$ cat src/rtl/toy_host_caller_pkg.sv
// -----------------------------------------------------------------------------
// toy_host_caller_pkg
// Shared definitions for the toy kernel host caller:
//   - state_e     : caller FSM states, one-hot like the generated kernel FSMs
//   - CNT_W_DEF   : default width of the invocation count
//   - CYC_W_DEF   : default width of the saturating elapsed-cycle counter
// -----------------------------------------------------------------------------
package toy_host_caller_pkg;

    localparam int CNT_W_DEF = 8;
    localparam int CYC_W_DEF = 32;

    typedef enum logic [3:0] {
        IDLE  = 4'b0001,
        START = 4'b0010,
        WAIT  = 4'b0100,
        RESP  = 4'b1000
    } state_e;

endpackage

$ cat src/rtl/toy_host_caller_if.sv
// -----------------------------------------------------------------------------
// toy_host_caller_if
// Bundles the host command port, the kernel start/finish handshake and the
// response port of toy_host_caller.
//   master : host + kernel side (drives call_*, done_ready, callee_stall, finish)
//   slave  : the caller block itself
// With TOY_HOST_CALLER_WATCHDOG_EN defined an extra done_timeout signal exists.
// -----------------------------------------------------------------------------
interface toy_host_caller_if
    import toy_host_caller_pkg::*;
#(
    parameter int CNT_W = CNT_W_DEF,
    parameter int CYC_W = CYC_W_DEF
);
    logic             call_valid;
    logic             call_ready;
    logic [CNT_W-1:0] call_count;
    logic             start;
    logic             callee_stall;
    logic             finish;
    logic             done_valid;
    logic             done_ready;
    logic [CNT_W-1:0] done_runs;
    logic [CYC_W-1:0] done_cycles;
    logic             proto_err;
`ifdef TOY_HOST_CALLER_WATCHDOG_EN
    logic             done_timeout;

    modport master (
        output call_valid, call_count, callee_stall, finish, done_ready,
        input  call_ready, start, done_valid, done_runs, done_cycles, proto_err,
               done_timeout
    );

    modport slave (
        input  call_valid, call_count, callee_stall, finish, done_ready,
        output call_ready, start, done_valid, done_runs, done_cycles, proto_err,
               done_timeout
    );
`else
    modport master (
        output call_valid, call_count, callee_stall, finish, done_ready,
        input  call_ready, start, done_valid, done_runs, done_cycles, proto_err
    );

    modport slave (
        input  call_valid, call_count, callee_stall, finish, done_ready,
        output call_ready, start, done_valid, done_runs, done_cycles, proto_err
    );
`endif
endinterface

$ cat src/rtl/toy_sat_counter.sv
// -----------------------------------------------------------------------------
// toy_sat_counter
// Saturating up-counter with synchronous clear and count enable.
// Ports:
//   clk, reset_n : clock, asynchronous active-low reset
//   clear        : zero the count (wins over enable)
//   enable       : advance by one, sticking at all-ones
//   count        : registered count value
// -----------------------------------------------------------------------------
module toy_sat_counter #(
    parameter int W = 8
) (
    input  logic         clk,
    input  logic         reset_n,
    input  logic         clear,
    input  logic         enable,
    output logic [W-1:0] count
);
    logic [W-1:0] count_r;
    logic [W-1:0] count_inc_s;

    // Saturated successor of the current count
    always_comb begin
        if (count_r == {W{1'b1}}) begin
            count_inc_s = count_r;
        end else begin
            count_inc_s = count_r + W'(1);
        end
    end

    // Count register
    always_ff @(posedge clk or negedge reset_n) begin
        if (!reset_n) begin
            count_r <= {W{1'b0}};
        end else if (clear) begin
            count_r <= {W{1'b0}};
        end else if (enable) begin
            count_r <= count_inc_s;
        end else begin
            count_r <= count_r;
        end
    end

    assign count = count_r;

endmodule

$ cat src/rtl/toy_host_caller.sv
// -----------------------------------------------------------------------------
// toy_host_caller
// Host-side initiator for a toy kernel FSM. A command (call_count = N) is
// accepted in IDLE; the kernel is then started N times back to back, each run
// ending on a finish rising edge. The response reports runs completed and the
// number of START/WAIT cycles spent (saturating).
// Ports:
//   clk, reset_n : clock, asynchronous active-low reset
//   bus (slave)  : call_valid/call_ready/call_count, start/callee_stall/finish,
//                  done_valid/done_ready/done_runs/done_cycles, proto_err
// Optional: TOY_HOST_CALLER_WATCHDOG_EN adds a per-run timer (TIMEOUT_CYC WAIT
// cycles) that aborts to RESP with done_timeout=1 and sets proto_err.
// -----------------------------------------------------------------------------
module toy_host_caller
    import toy_host_caller_pkg::*;
#(
    parameter int CNT_W = CNT_W_DEF,
    parameter int CYC_W = CYC_W_DEF
`ifdef TOY_HOST_CALLER_WATCHDOG_EN
    ,
    parameter int TIMEOUT_CYC = 1024
`endif
) (
    input  logic             clk,
    input  logic             reset_n,
    toy_host_caller_if.slave bus
);
    state_e           state_r;
    state_e           next_s;
    logic [CNT_W-1:0] n_r;
    logic [CNT_W-1:0] runs_r;
    logic             finish_q_r;
    logic             start_r;
    logic             done_valid_r;
    logic             proto_err_r;
    logic [CYC_W-1:0] cyc_cnt_s;

    logic cmd_s;
    logic rise_s;
    logic accept_s;
    logic last_s;
    logic timeout_s;
    logic set_err_s;
    logic cyc_en_s;

    assign cmd_s    = (state_r == IDLE) && bus.call_valid;
    assign rise_s   = bus.finish && !finish_q_r;
    assign accept_s = (state_r == START) && start_r && !bus.callee_stall;
    assign last_s   = ((runs_r + CNT_W'(1)) == n_r);
    assign cyc_en_s = (state_r == START) || (state_r == WAIT);

    // Elapsed cycles; holds in RESP so it doubles as the done_cycles register
    toy_sat_counter #(.W(CYC_W)) u_cyc (
        .clk     (clk),
        .reset_n (reset_n),
        .clear   (cmd_s),
        .enable  (cyc_en_s),
        .count   (cyc_cnt_s)
    );

`ifdef TOY_HOST_CALLER_WATCHDOG_EN
    localparam int WD_W = $clog2(TIMEOUT_CYC) + 1;

    logic [WD_W-1:0] wd_cnt_s;
    logic            done_timeout_r;

    // Per-run timer, restarted at every start accept, running only in WAIT
    toy_sat_counter #(.W(WD_W)) u_wd (
        .clk     (clk),
        .reset_n (reset_n),
        .clear   (accept_s),
        .enable  (state_r == WAIT),
        .count   (wd_cnt_s)
    );

    // Timer holds k-1 during the k-th WAIT cycle, so this fires on WAIT cycle TIMEOUT_CYC
    assign timeout_s = (state_r == WAIT) && (wd_cnt_s >= WD_W'(TIMEOUT_CYC - 1));
`else
    assign timeout_s = 1'b0;
`endif

    // Next-state decode and protocol-error detection
    always_comb begin
        next_s    = state_r;
        set_err_s = 1'b0;
        case (state_r)
            IDLE: begin
                set_err_s = rise_s;
                if (cmd_s) begin
                    if (bus.call_count == {CNT_W{1'b0}}) begin
                        next_s = RESP;
                    end else begin
                        next_s = START;
                    end
                end else begin
                    next_s = IDLE;
                end
            end
            START: begin
                set_err_s = rise_s;
                if (accept_s) begin
                    next_s = WAIT;
                end else begin
                    next_s = START;
                end
            end
            WAIT: begin
                if (rise_s) begin
                    if (last_s) begin
                        next_s = RESP;
                    end else begin
                        next_s = START;
                    end
                end else if (timeout_s) begin
                    next_s    = RESP;
                    set_err_s = 1'b1;
                end else begin
                    next_s = WAIT;
                end
            end
            RESP: begin
                set_err_s = rise_s;
                if (bus.done_ready) begin
                    next_s = IDLE;
                end else begin
                    next_s = RESP;
                end
            end
            default: begin
                next_s    = IDLE;
                set_err_s = 1'b0;
            end
        endcase
    end

    // State, registered outputs, run bookkeeping
    always_ff @(posedge clk or negedge reset_n) begin
        if (!reset_n) begin
            state_r      <= IDLE;
            finish_q_r   <= 1'b0;
            start_r      <= 1'b0;
            done_valid_r <= 1'b0;
            proto_err_r  <= 1'b0;
            n_r          <= {CNT_W{1'b0}};
            runs_r       <= {CNT_W{1'b0}};
        end else begin
            state_r      <= next_s;
            finish_q_r   <= bus.finish;
            start_r      <= (next_s == START);
            done_valid_r <= (next_s == RESP);
            proto_err_r  <= proto_err_r | set_err_s;
            if (cmd_s) begin
                n_r    <= bus.call_count;
                runs_r <= {CNT_W{1'b0}};
            end else if ((state_r == WAIT) && rise_s) begin
                n_r    <= n_r;
                runs_r <= runs_r + CNT_W'(1);
            end else begin
                n_r    <= n_r;
                runs_r <= runs_r;
            end
        end
    end

`ifdef TOY_HOST_CALLER_WATCHDOG_EN
    // Timeout flag, latched on RESP entry and held while the response is pending
    always_ff @(posedge clk or negedge reset_n) begin
        if (!reset_n) begin
            done_timeout_r <= 1'b0;
        end else if (next_s != RESP) begin
            done_timeout_r <= 1'b0;
        end else if (state_r == RESP) begin
            done_timeout_r <= done_timeout_r;
        end else begin
            done_timeout_r <= timeout_s;
        end
    end

    assign bus.done_timeout = done_timeout_r;
`endif

    assign bus.call_ready  = (state_r == IDLE);
    assign bus.start       = start_r;
    assign bus.done_valid  = done_valid_r;
    assign bus.done_runs   = runs_r;
    assign bus.done_cycles = cyc_cnt_s;
    assign bus.proto_err   = proto_err_r;

endmodule

$ cat src/flat_wrapper.sv
// flat-port wrapper written by rule: the top's interface ports become plain ports
module toy_host_caller_flat import toy_host_caller_pkg::*;
#(
    parameter int CNT_W = CNT_W_DEF,
    parameter int CYC_W = CYC_W_DEF

)
  (clk, reset_n, bus_call_valid, bus_call_count, bus_callee_stall, bus_finish, bus_done_ready, bus_call_ready, bus_start, bus_done_valid, bus_done_runs, bus_done_cycles, bus_proto_err);
  toy_host_caller_if #(.CNT_W(CNT_W), .CYC_W(CYC_W)) bus_i ();
  input  logic clk;
  input  logic reset_n;
  input wire logic [$bits(bus_i.call_valid)-1:0] bus_call_valid;
  input wire logic [$bits(bus_i.call_count)-1:0] bus_call_count;
  input wire logic [$bits(bus_i.callee_stall)-1:0] bus_callee_stall;
  input wire logic [$bits(bus_i.finish)-1:0] bus_finish;
  input wire logic [$bits(bus_i.done_ready)-1:0] bus_done_ready;
  output wire logic [$bits(bus_i.call_ready)-1:0] bus_call_ready;
  output wire logic [$bits(bus_i.start)-1:0] bus_start;
  output wire logic [$bits(bus_i.done_valid)-1:0] bus_done_valid;
  output wire logic [$bits(bus_i.done_runs)-1:0] bus_done_runs;
  output wire logic [$bits(bus_i.done_cycles)-1:0] bus_done_cycles;
  output wire logic [$bits(bus_i.proto_err)-1:0] bus_proto_err;
  assign bus_i.call_valid = bus_call_valid;
  assign bus_i.call_count = bus_call_count;
  assign bus_i.callee_stall = bus_callee_stall;
  assign bus_i.finish = bus_finish;
  assign bus_i.done_ready = bus_done_ready;
  assign bus_call_ready = bus_i.call_ready;
  assign bus_start = bus_i.start;
  assign bus_done_valid = bus_i.done_valid;
  assign bus_done_runs = bus_i.done_runs;
  assign bus_done_cycles = bus_i.done_cycles;
  assign bus_proto_err = bus_i.proto_err;
  toy_host_caller #(.CNT_W(CNT_W), .CYC_W(CYC_W)) u_core (.clk(clk), .reset_n(reset_n), .bus(bus_i));
endmodule
$ cat config.mk
export PLATFORM = sky130hd
export DESIGN_NAME = toy_host_caller_flat
export DESIGN_NICKNAME = d
export VERILOG_FILES = /design/src/rtl/toy_host_caller_pkg.sv /design/src/rtl/toy_host_caller_if.sv /design/src/rtl/toy_sat_counter.sv /design/src/rtl/toy_host_caller.sv /design/src/flat_wrapper.sv
export SDC_FILE = /design/constraint.sdc
export NUM_CORES = 1
export LEC_CHECK = 0
export ABC_AREA = 1
export CORE_ASPECT_RATIO = 1.4
export CORE_UTILIZATION = 43
export DETAILED_ROUTE_END_ITERATION = 6
export HOLD_SLACK_MARGIN = 0.08
export PLACE_DENSITY = 0.67
export REMOVE_ABC_BUFFERS = 1
export SLEW_MARGIN = 20
export SYNTH_ARGS = -nofsm -noshare
export SYNTH_HDL_FRONTEND = slang
export SYNTH_SLANG_ARGS = --single-unit
$ cat constraint.sdc
create_clock -name clk -period 1.7 [get_ports clk]
set_input_delay 0.51 -clock clk [delete_from_list [all_inputs] [get_ports clk]]
set_output_delay 0.51 -clock clk [all_outputs]
set_load 0.05 [all_outputs]
## Word-level counts from Yosys, hierarchy flattened

Cells that the tools add are included.
Widths: inputs -> output; s select.

- Mux-type cells: 13
- Bitwise logic cells: 1
- $add $sub $neg: 2
- Reduce and logical (&&, ||, !) cells: 13
- Equal/unequal tests: 9

Operator list:

| kind | number |
|---|---|
| $mux 32 | 3 |
| $add 32x1->32 const B | 1 |
| $eq 32x32->1 const B | 1 |
| $mux 4 | 5 |
| $mux 8 | 2 |
| $pmux 4 s4 | 1 |
| $add 8x1->8 const B | 1 |
| $eq 4x2->1 const B | 2 |
| $eq 4x4->1 const B | 2 |
| $eq 8x8->1 | 1 |
| $logic_not 8->1 | 1 |
| $logic_and 1x1->1 | 5 |
| $eq 4x1->1 const B | 1 |
| $eq 4x3->1 const B | 1 |
| $reduce_bool 2->1 | 2 |
| $mux 3 | 1 |
| $reduce_or 3->1 | 1 |
| $logic_not 1->1 | 2 |
| $ne 2x1->1 const B | 1 |
| $reduce_and 2->1 | 1 |
| $logic_or 1x1->1 | 1 |
| $mux 1 | 1 |
| $or 1x1->1 | 1 |

- Word-level logic and storage cells: 46
- Input bits: 14
- Flip-flop bits (word level): 56
- Output and inout bits: 44

## Logic depth before layout (Yosys ltp)

- Word-level depth: 6
- Depth in mapped cells: 12
- Gate-level depth less buffers: 12

## By module

Synthesis repeated with hierarchy kept, for this count alone.

- Cell total of the unflattened synthesis: 523
- Area total of the unflattened synthesis: 3,587.2 um^2

By module, submodules not included:

| module | area an instance (um^2) | cells each | seq. area each (um^2) | instances |
|---|---|---|---|---|
| toy_sat_counter | 2,242.2 | 348 | 800.8 | 1 |
| toy_host_caller | 1,345.0 | 175 | 601.8 | 1 |

## Least setup slack after synthesis

OpenSTA, ideal clock, no wires.

- Path kind: flip-flop to flip-flop
- Start: register u_core.state_r[0]
- End: register u_core.u_cyc.count_r[12], in the netlist u_core.u_cyc.count[12]
- Period minus slack after synthesis: 2.181 ns
- Buffers on the path: 2
- Required time: 1.582 ns
- Setup time: 0.118 ns
- Data arrival time: 2.062 ns
- Cell stages (with the launch flop): 10
- Slack: -0.481 ns
- Path through: dfstp_2 > inv_1 > nor3_2 > nand2_1 > nand3_1 > nand2_2 > buf_6 > buf_6 > nand2_1 > nand2_1

- Word-level cells in the longest chain between the ends: 4

RTL lines:

| element | RTL line | RTL |
|---|---|---|
| start: declaration | toy_host_caller.sv:28 | `state_e state_r;` |
| start signal: assignment | toy_host_caller.sv:147 | `state_r <= next_s;` |
| $eq 4x1->1 (*) | n/a |  |
| via bus_call_ready | flat_wrapper.sv:17 | `output wire logic [$bits(bus_i.call_ready)-1:0] bus_call_ready;` |
| $logic_and 1x1->1 (*) | toy_host_caller.sv:46 | `assign cmd_s = (state_r == IDLE) && bus.call_valid;` |
| $ne 2x1->1 (no source line) or $reduce_bool 2->1 (tied branches) | n/a |  |
| $reduce_and 2->1 (no source line) | n/a |  |
| end signal: assignment | toy_sat_counter.sv:36 | `count_r <= {W{1'b0}};` |
| end signal: assignment | toy_sat_counter.sv:38 | `count_r <= count_inc_s;` |
| end signal: assignment | toy_sat_counter.sv:40 | `count_r <= count_r;` |
| end: declaration | toy_sat_counter.sv:19 | `logic [W-1:0] count_r;` |

The timed path passes the listed nets; every way through them passes the cells marked *.
A chain may end at the register's enable or synchronous reset.

## Final worst setup path

- Start: register u_core.state_r[2]
- End: output port bus_call_ready

- Word-level cells in the longest chain between the ends: 1

RTL lines:

| element | RTL line | RTL |
|---|---|---|
| $eq 4x1->1 | toy_host_caller.sv:182 | `assign bus.call_ready = (state_r == IDLE);` |
| end: declaration | flat_wrapper.sv:17 |  |

No other way between the ends.

==> impl_metrics.py <==
metrics = {
    "worst_setup_path": {
        "cp.arrival_ns": 1.34,
        "start_kind": "register",
        "r2r-start": "u_core.state_r[2]$_DFF_PN0_",
        "crit_type": "register to output port",
        "worstPathRequired_ns": 1.19,
        "crit_fanout": 2,
        "cp-startpoint": "u_core.state_r[2]$_DFF_PN0_",
        "endpoint_kind": "output port",
    },
    "hold_path": {
        "hp-class": "input pin to async pin",
    },
    "timing": {
        "fin_crit_ns": 1.85,
        "tns_ns": -0.583,
        "whs_ns": 0.177,
        "worst_pin_slew_ns": 0.319,
        "final_hold_viol_count": 0,
        "grt_setup_unrepaired": "yes",
        "fin_ws_ns": -0.145,
        "clock.fmax_mhz": 542,
        "slew_headroom_pct": 78.7,
        "skew_ns": 0.0142,
        "slew_violations": 0,
        "finalSetupViolations": 11,
        "final.period_utilization_pct": 109,
    },
    "yosys": {
        "syn_inst": 499,
        "avgSynthCellArea_um2": 6.93,
        "synth-edff-count": 0,
        "syn-cell-area_um2": 3460,
        "async_flop_share_pct": 100,
        "ys_seq_area_share_pct": 40.6,
        "ys_types": 31,
        "synth_ff_type": "dfrtp_1",
        "yosysWarnings": 0,
        "ys_ff_latch": 56,
    },
    "drt": {
        "vias": 3768,
        "dr.pass1.iters": 4,
        "top_layer": "met4",
        "drt_iter0_markers": 180,
        "avgRoutedWirePerCell_um": 14.4,
        "wl_met3_um": 424,
        "postRouteAntennaNets": 0,
        "drc": 0,
        "met2_wirelength_um": 5750,
        "routed_via_density": 5.19,
        "wl_met1_um": 3850,
        "wirelength_um": 10400,
    },
    "cts": {
        "cts_tree": "done",
        "cts_hold_buf": 0,
        "path_clk_slew_ns": 0.11,
        "cts.sinks": 56,
        "ctsHtreeMaxLevel": 2,
        "clockBufferDepth": 2,
        "clk_latency_ns": 0.31,
        "clockRootBuffer": "clkbuf_8",
        "cts_made_buffers": 5,
    },
    "die": {
        "die_w_um": 77.8,
        "rows": 38,
        "core_um2": 7750,
        "io_pins": 58,
        "die_h_um": 108,
        "initial_core_util_pct": 44.6,
        "die-area_um2": 8400,
    },
    "global_routing": {
        "antenna_found_initial": 0,
        "grt_pass1_wl_um": 15700,
        "grt_remaining_overflow": 0,
        "grt_pass1_vias": 3520,
        "grt_max_degree": 57,
        "grt_usage_pct": 23.8,
    },
    "status": {
        "status": "complete, but fails checks",
        "violations": "setup timing",
    },
    "power": {
        "internal_power_uw": 3620,
        "switching_share_pct": 41.3,
        "peakVddDrop_uv": 805,
        "p_sw_uw": 2540,
        "pwr-share-seq_pct": 29.8,
        "comb_power_share_pct": 57.5,
        "power_per_cell_area_nw_per_um2": 1130,
        "clockPowerShare_pct": 12.7,
        "power_uw": 6170,
        "p_leak_uw": 0.00249,
    },
    "layout": {
        "nets": 641,
        "layout-drive-gt1-share_pct": 27.2,
        "antenna_cells": 0,
        "syn_to_final_growth_pct": 57.7,
    },
    "run": {
        "cap_viol_max_count": 0,
    },
    "place": {
        "gp_congestion": 0.946,
        "io_buffers": 57,
        "dp_hpwl_um": 7360,
    },
}
[stage by stage]
step | instances | util [%] | setup WS, ns | cell area (um^2)
after detailed placement | 697 | 63.9 | -0.135 | 4950
after global routing | 726 | 70.3 | -0.192 | 5450
final | 726 | 70.3 | -0.145 | 5450
after global placement | 697 | 63.9 | -0.0962 | 4950
after floorplan | 487 | - | -1.62 | 3390
after CTS | 709 | 65.6 | -0.132 | 5080
[per-layer routing]
layer  vias to the layer above  GRT usage, %
li1                       1847             -
met1                      1771          26.3
met2                       115          45.0
met3                        35          2.62
met4                         0          11.3
met5                         -             0
[cells in the mapped netlist (3+ instances only)]
master,number,area share [%]
nor2_1,64,7.0
nand4_1,6,1.1
xor2_1,8,2.0
xnor2_1,7,1.8
o21ai_0,35,5.1
buf_2,7,1.0
nand3b_1,5,1.1
o22ai_1,4,0.72
nand3_1,51,7.4
o21ai_1,5,0.72
nand2_1,169,18
nor3_1,5,0.72
inv_1,44,4.8
nor2_4,3,0.98
dfrtp_1,55,40
a21o_1,8,1.7
[repair_timing]
| action | 4_1_cts | 5_1_grt |
|---|---|---|
| gates cloned | 0 | 7 |
| endpoints found under the setup margin | 1 | 52 |
| gates resized for setup | 4 | 48 |
| pin swaps | 2 | 7 |
| setup buffers | 4 | 11 |
[power by group through the flow]
stage / registers (uW) / logic (uW) / clock network (uW)
floorplan: 2260 / 923 / 0
global placement: 1820 / 2710 / 0
detailed placement: 1830 / 2750 / 0
CTS: 1810 / 2800 / 801
global route: 1860 / 3780 / 853
finish: 1840 / 3550 / 783
[sequential cells by signal, indices dropped and copies added, names as in the netlist]
register,count
u_core.bus.done_runs,8
u_core.bus.done_valid,1
u_core.bus.proto_err,1
u_core.bus.start,1
u_core.finish_q_r,1
u_core.n_r,8
u_core.state_r,4
u_core.u_cyc.count,32
[critical path: stages, from the launching register on]
cell and delay [ns]:
dfrtp_1 0.41, inv_2 0.08, nand2_4 0.06, nor3_4 0.21, buf_6 0.13, buf_12 0.12
[path summary, 6_finish.rpt]
kind | to | slack [ns] | cells past startpoint
worst max-delay path | bus_call_ready | -0.15 | 5
worst min-delay path | u_core.bus.done_runs[1]$_DFFE_PN0P_ | 0.18 | 2
worst max register to register | u_core.u_cyc.count[19]$_DFFE_PN0P_ | -0.06 | 11
worst min register to register | u_core.n_r[2]$_DFFE_PN0P_ | 0.52 | 2
max in group asynchronous | u_core.state_r[0]$_DFF_PN1_ | 1.21 | 2
min in group clk | u_core.n_r[2]$_DFFE_PN0P_ | 0.52 | 2
[placed cells by master, fill, tap and decap left out, drive strengths merged, types with 2 or more instances in the layout]
cell and n:
o21ai 40, nand2 173, nor2 68, clkinvlp 2
nand4 6, nor3 6, o21bai 2, xor2 8
clkdlybuf4s50 12, xnor2 7, a21o 8, inv 46
buf 115, clkbuf 9, ha 2, or2 2
a21oi 2, o22ai 4, nand3b 5, dfrtp 55
nand3 51
[logic make-up (layout without fill, tap and decap cells)]
logic type                 Yosys count  count (layout)  synth area share, %
xor gates and xnor gates            15              15                 3.80
adders and majority gates            2               2                0.724
buffers and inverters               58             184                 7.02
DFF                                 56              56                 40.6
AOI/OAI and AO/OA                   57              57                 9.20
and+or+nand+nor                    311             312                 38.7
[cell type report]
type	count	area, um^2
Clock buffer	6	82.6
Inverter	46	175
Timing Repair Buffer	130	1690
Tap cell	100	125
Multi-Input combinational cell	386	1950
Clock inverter	2	15.0
Fill cell	577	2300
Sequential cell	56	1410
Power figures use the tool's default switching activity.
==> RTL edit, RTL diff (same flow settings) <==
Change the package constant `CNT_W_DEF` from 8 to 6.
--- a/src/rtl/toy_host_caller_pkg.sv
+++ b/src/rtl/toy_host_caller_pkg.sv
@@ -8,5 +8,5 @@
 package toy_host_caller_pkg;
 
-    localparam int CNT_W_DEF = 8;
+    localparam int CNT_W_DEF = 6;
     localparam int CYC_W_DEF = 32;
 
Ports: changed (resized bus_call_count and bus_done_runs); port bits go from 58 to 54. The function was not compared with the original's and may differ.
==> RTL edit against the unedited design <==
- the run still ends with setup timing left
- cell area fell by 4.6%
- synthesized area fell by 1.9%
- non-clock buffer count is 11 lower
- total power rose by 0.94%
- worst setup slack improved by 0.078 ns
- sequential cell count fell by 4
- routed wire length shrank 2.8%
- core utilization is 0.97 points lower
- sequential power is 9.8% lower
- critical path type unchanged
- critical endpoint unchanged
- largest power group unchanged
==> RTL edit: results (changes against the unedited design) <==
result_of_the_run: "finished with violations"
violations: "setup timing"
m1WireLength_um: 4040  # +4.9%
setup_fix_bufs_post_cts: 7  # +3
seq_power_mw: 1.66  # -9.8%
least_margin_pin_slew_ns: 0.378  # +0.0594 ns
largest_net_degree_at_the_start_of_global_routing: 40  # -30%
drt-pass1-iter-count: 5  # +1
final_nets: 624  # -2.7%
dr.first_iter.drc_count: 186  # +3.3%
yosysSeqAreaShare_pct: 38.4  # -2.2 points
layout-drive-gt1-share_pct: 30.3  # +3.1 points
final.fill_count: 596  # +3.3%
place.port_buffers: 53  # -7.0%
critical-path-max-stage-delay_ns: 0.55  # +0.14 ns
r2r.worst_path.cells: 9  # -2
global_route_wire_length_before_repair_um: 16000  # +1.7%
p_leak_nw: 2.30  # -7.5%
place_congestion: 0.933  # -1.4%
netlist_top_cells_count: "172 x sky130_fd_sc_hd__nand2_1, 70 x sky130_fd_sc_hd__nor2_1, 51 x sky130_fd_sc_hd__dfrtp_1, 46 x sky130_fd_sc_hd__nand3_1, 44 x sky130_fd_sc_hd__inv_1"
netSwitchingFraction_pct: 42.5  # +1.2 points
global_route.usage.total_pct: 24.7  # +0.93 points
final-setup-viol-count: 1  # -10
dpl.cell_count: 687  # -1.4%
post_synth_fa_ha_maj_area_fraction_pct: 0.738  # +0.014 points
synth_xor_area_share_pct: 2.07  # -1.7 points
fin_ws_ns: -0.0670  # +0.0781 ns
hold-worst-slack_ns: 0.0882  # -0.0884 ns
share_clk_of_total_power_pct: 12.0  # -0.7 points
avg_synthesized_cell_area_sq_um: 6.86  # -0.89%
worst_ep_arrival_time_ns: 1.26  # -0.08 ns
synth-compound-area-share_pct: 8.60  # -0.60 points
synthTopCellsByArea: "sky130_fd_sc_hd__dfrtp_1 38%, sky130_fd_sc_hd__nand2_1 19%, sky130_fd_sc_hd__nor2_1 7.7%"
crit-reg2reg-launch: "u_core.state_r[0]"
power_switching_mw: 2.64  # +3.9%
via_count_of_the_first_global_routing_pass: 3502  # -0.51%
detailedPlacementHpwl_um: 7350  # -0.11%
route.vias.total: 3671  # -2.6%
vdd.ir_drop.worst_uv: 946  # +18%
fin_tns_setup_ns: -0.0670  # +0.516 ns
cts_repair_resize_count: 0  # -4
finClkSkew_ns: 0.00802  # -0.00618 ns
rrSetupSlack_ns: 0.03  # +0.09 ns
routed_wire_length_on_met2_um: 5360  # -6.8%
dpl_cell_area_sq_um: 4840  # -2.3%
synth.lib_cells_used.distinct: 29  # -6.5%
met3_wirelength_um: 471  # +11%
stdcell_count: 708  # -2.5%
==> RTL edit: changes by cell type after synthesis, sizes merged, moves of 3 or more <==
cell,unedited run,this run
o21ai,40,32
clkbuf,3,0
nand2,172,193
dfrtp,55,51
inv,46,50
a21o,8,0
nand3,51,48
xnor2,7,0
nor2,68,73
nor3,6,2
o21bai,2,5
==> RTL edit: area by class of cell <==
cell class / count / area (sq um) / area share, %
multi-input combinational: 382 / 1900 / 36.6
timing repair buffer: 119 / 1590 / 30.7
sequential: 52 / 1310 / 25.1
inverter: 50 / 188 / 3.61
tap: 97 / 121 / 2.33
clock buffer: 6 / 72.6 / 1.40
clock inverter: 2 / 16.3 / 0.313
==> RTL edit: per-layer routing <==
| metal | up-vias | global-route usage [%] |
|---|---|---|
| met5 | - | 0 |
| li1 | 1794 | - |
| met2 | 134 | 46.7 |
| met1 | 1718 | 27.6 |
| met3 | 25 | 3.06 |
| met4 | 0 | 10.6 |
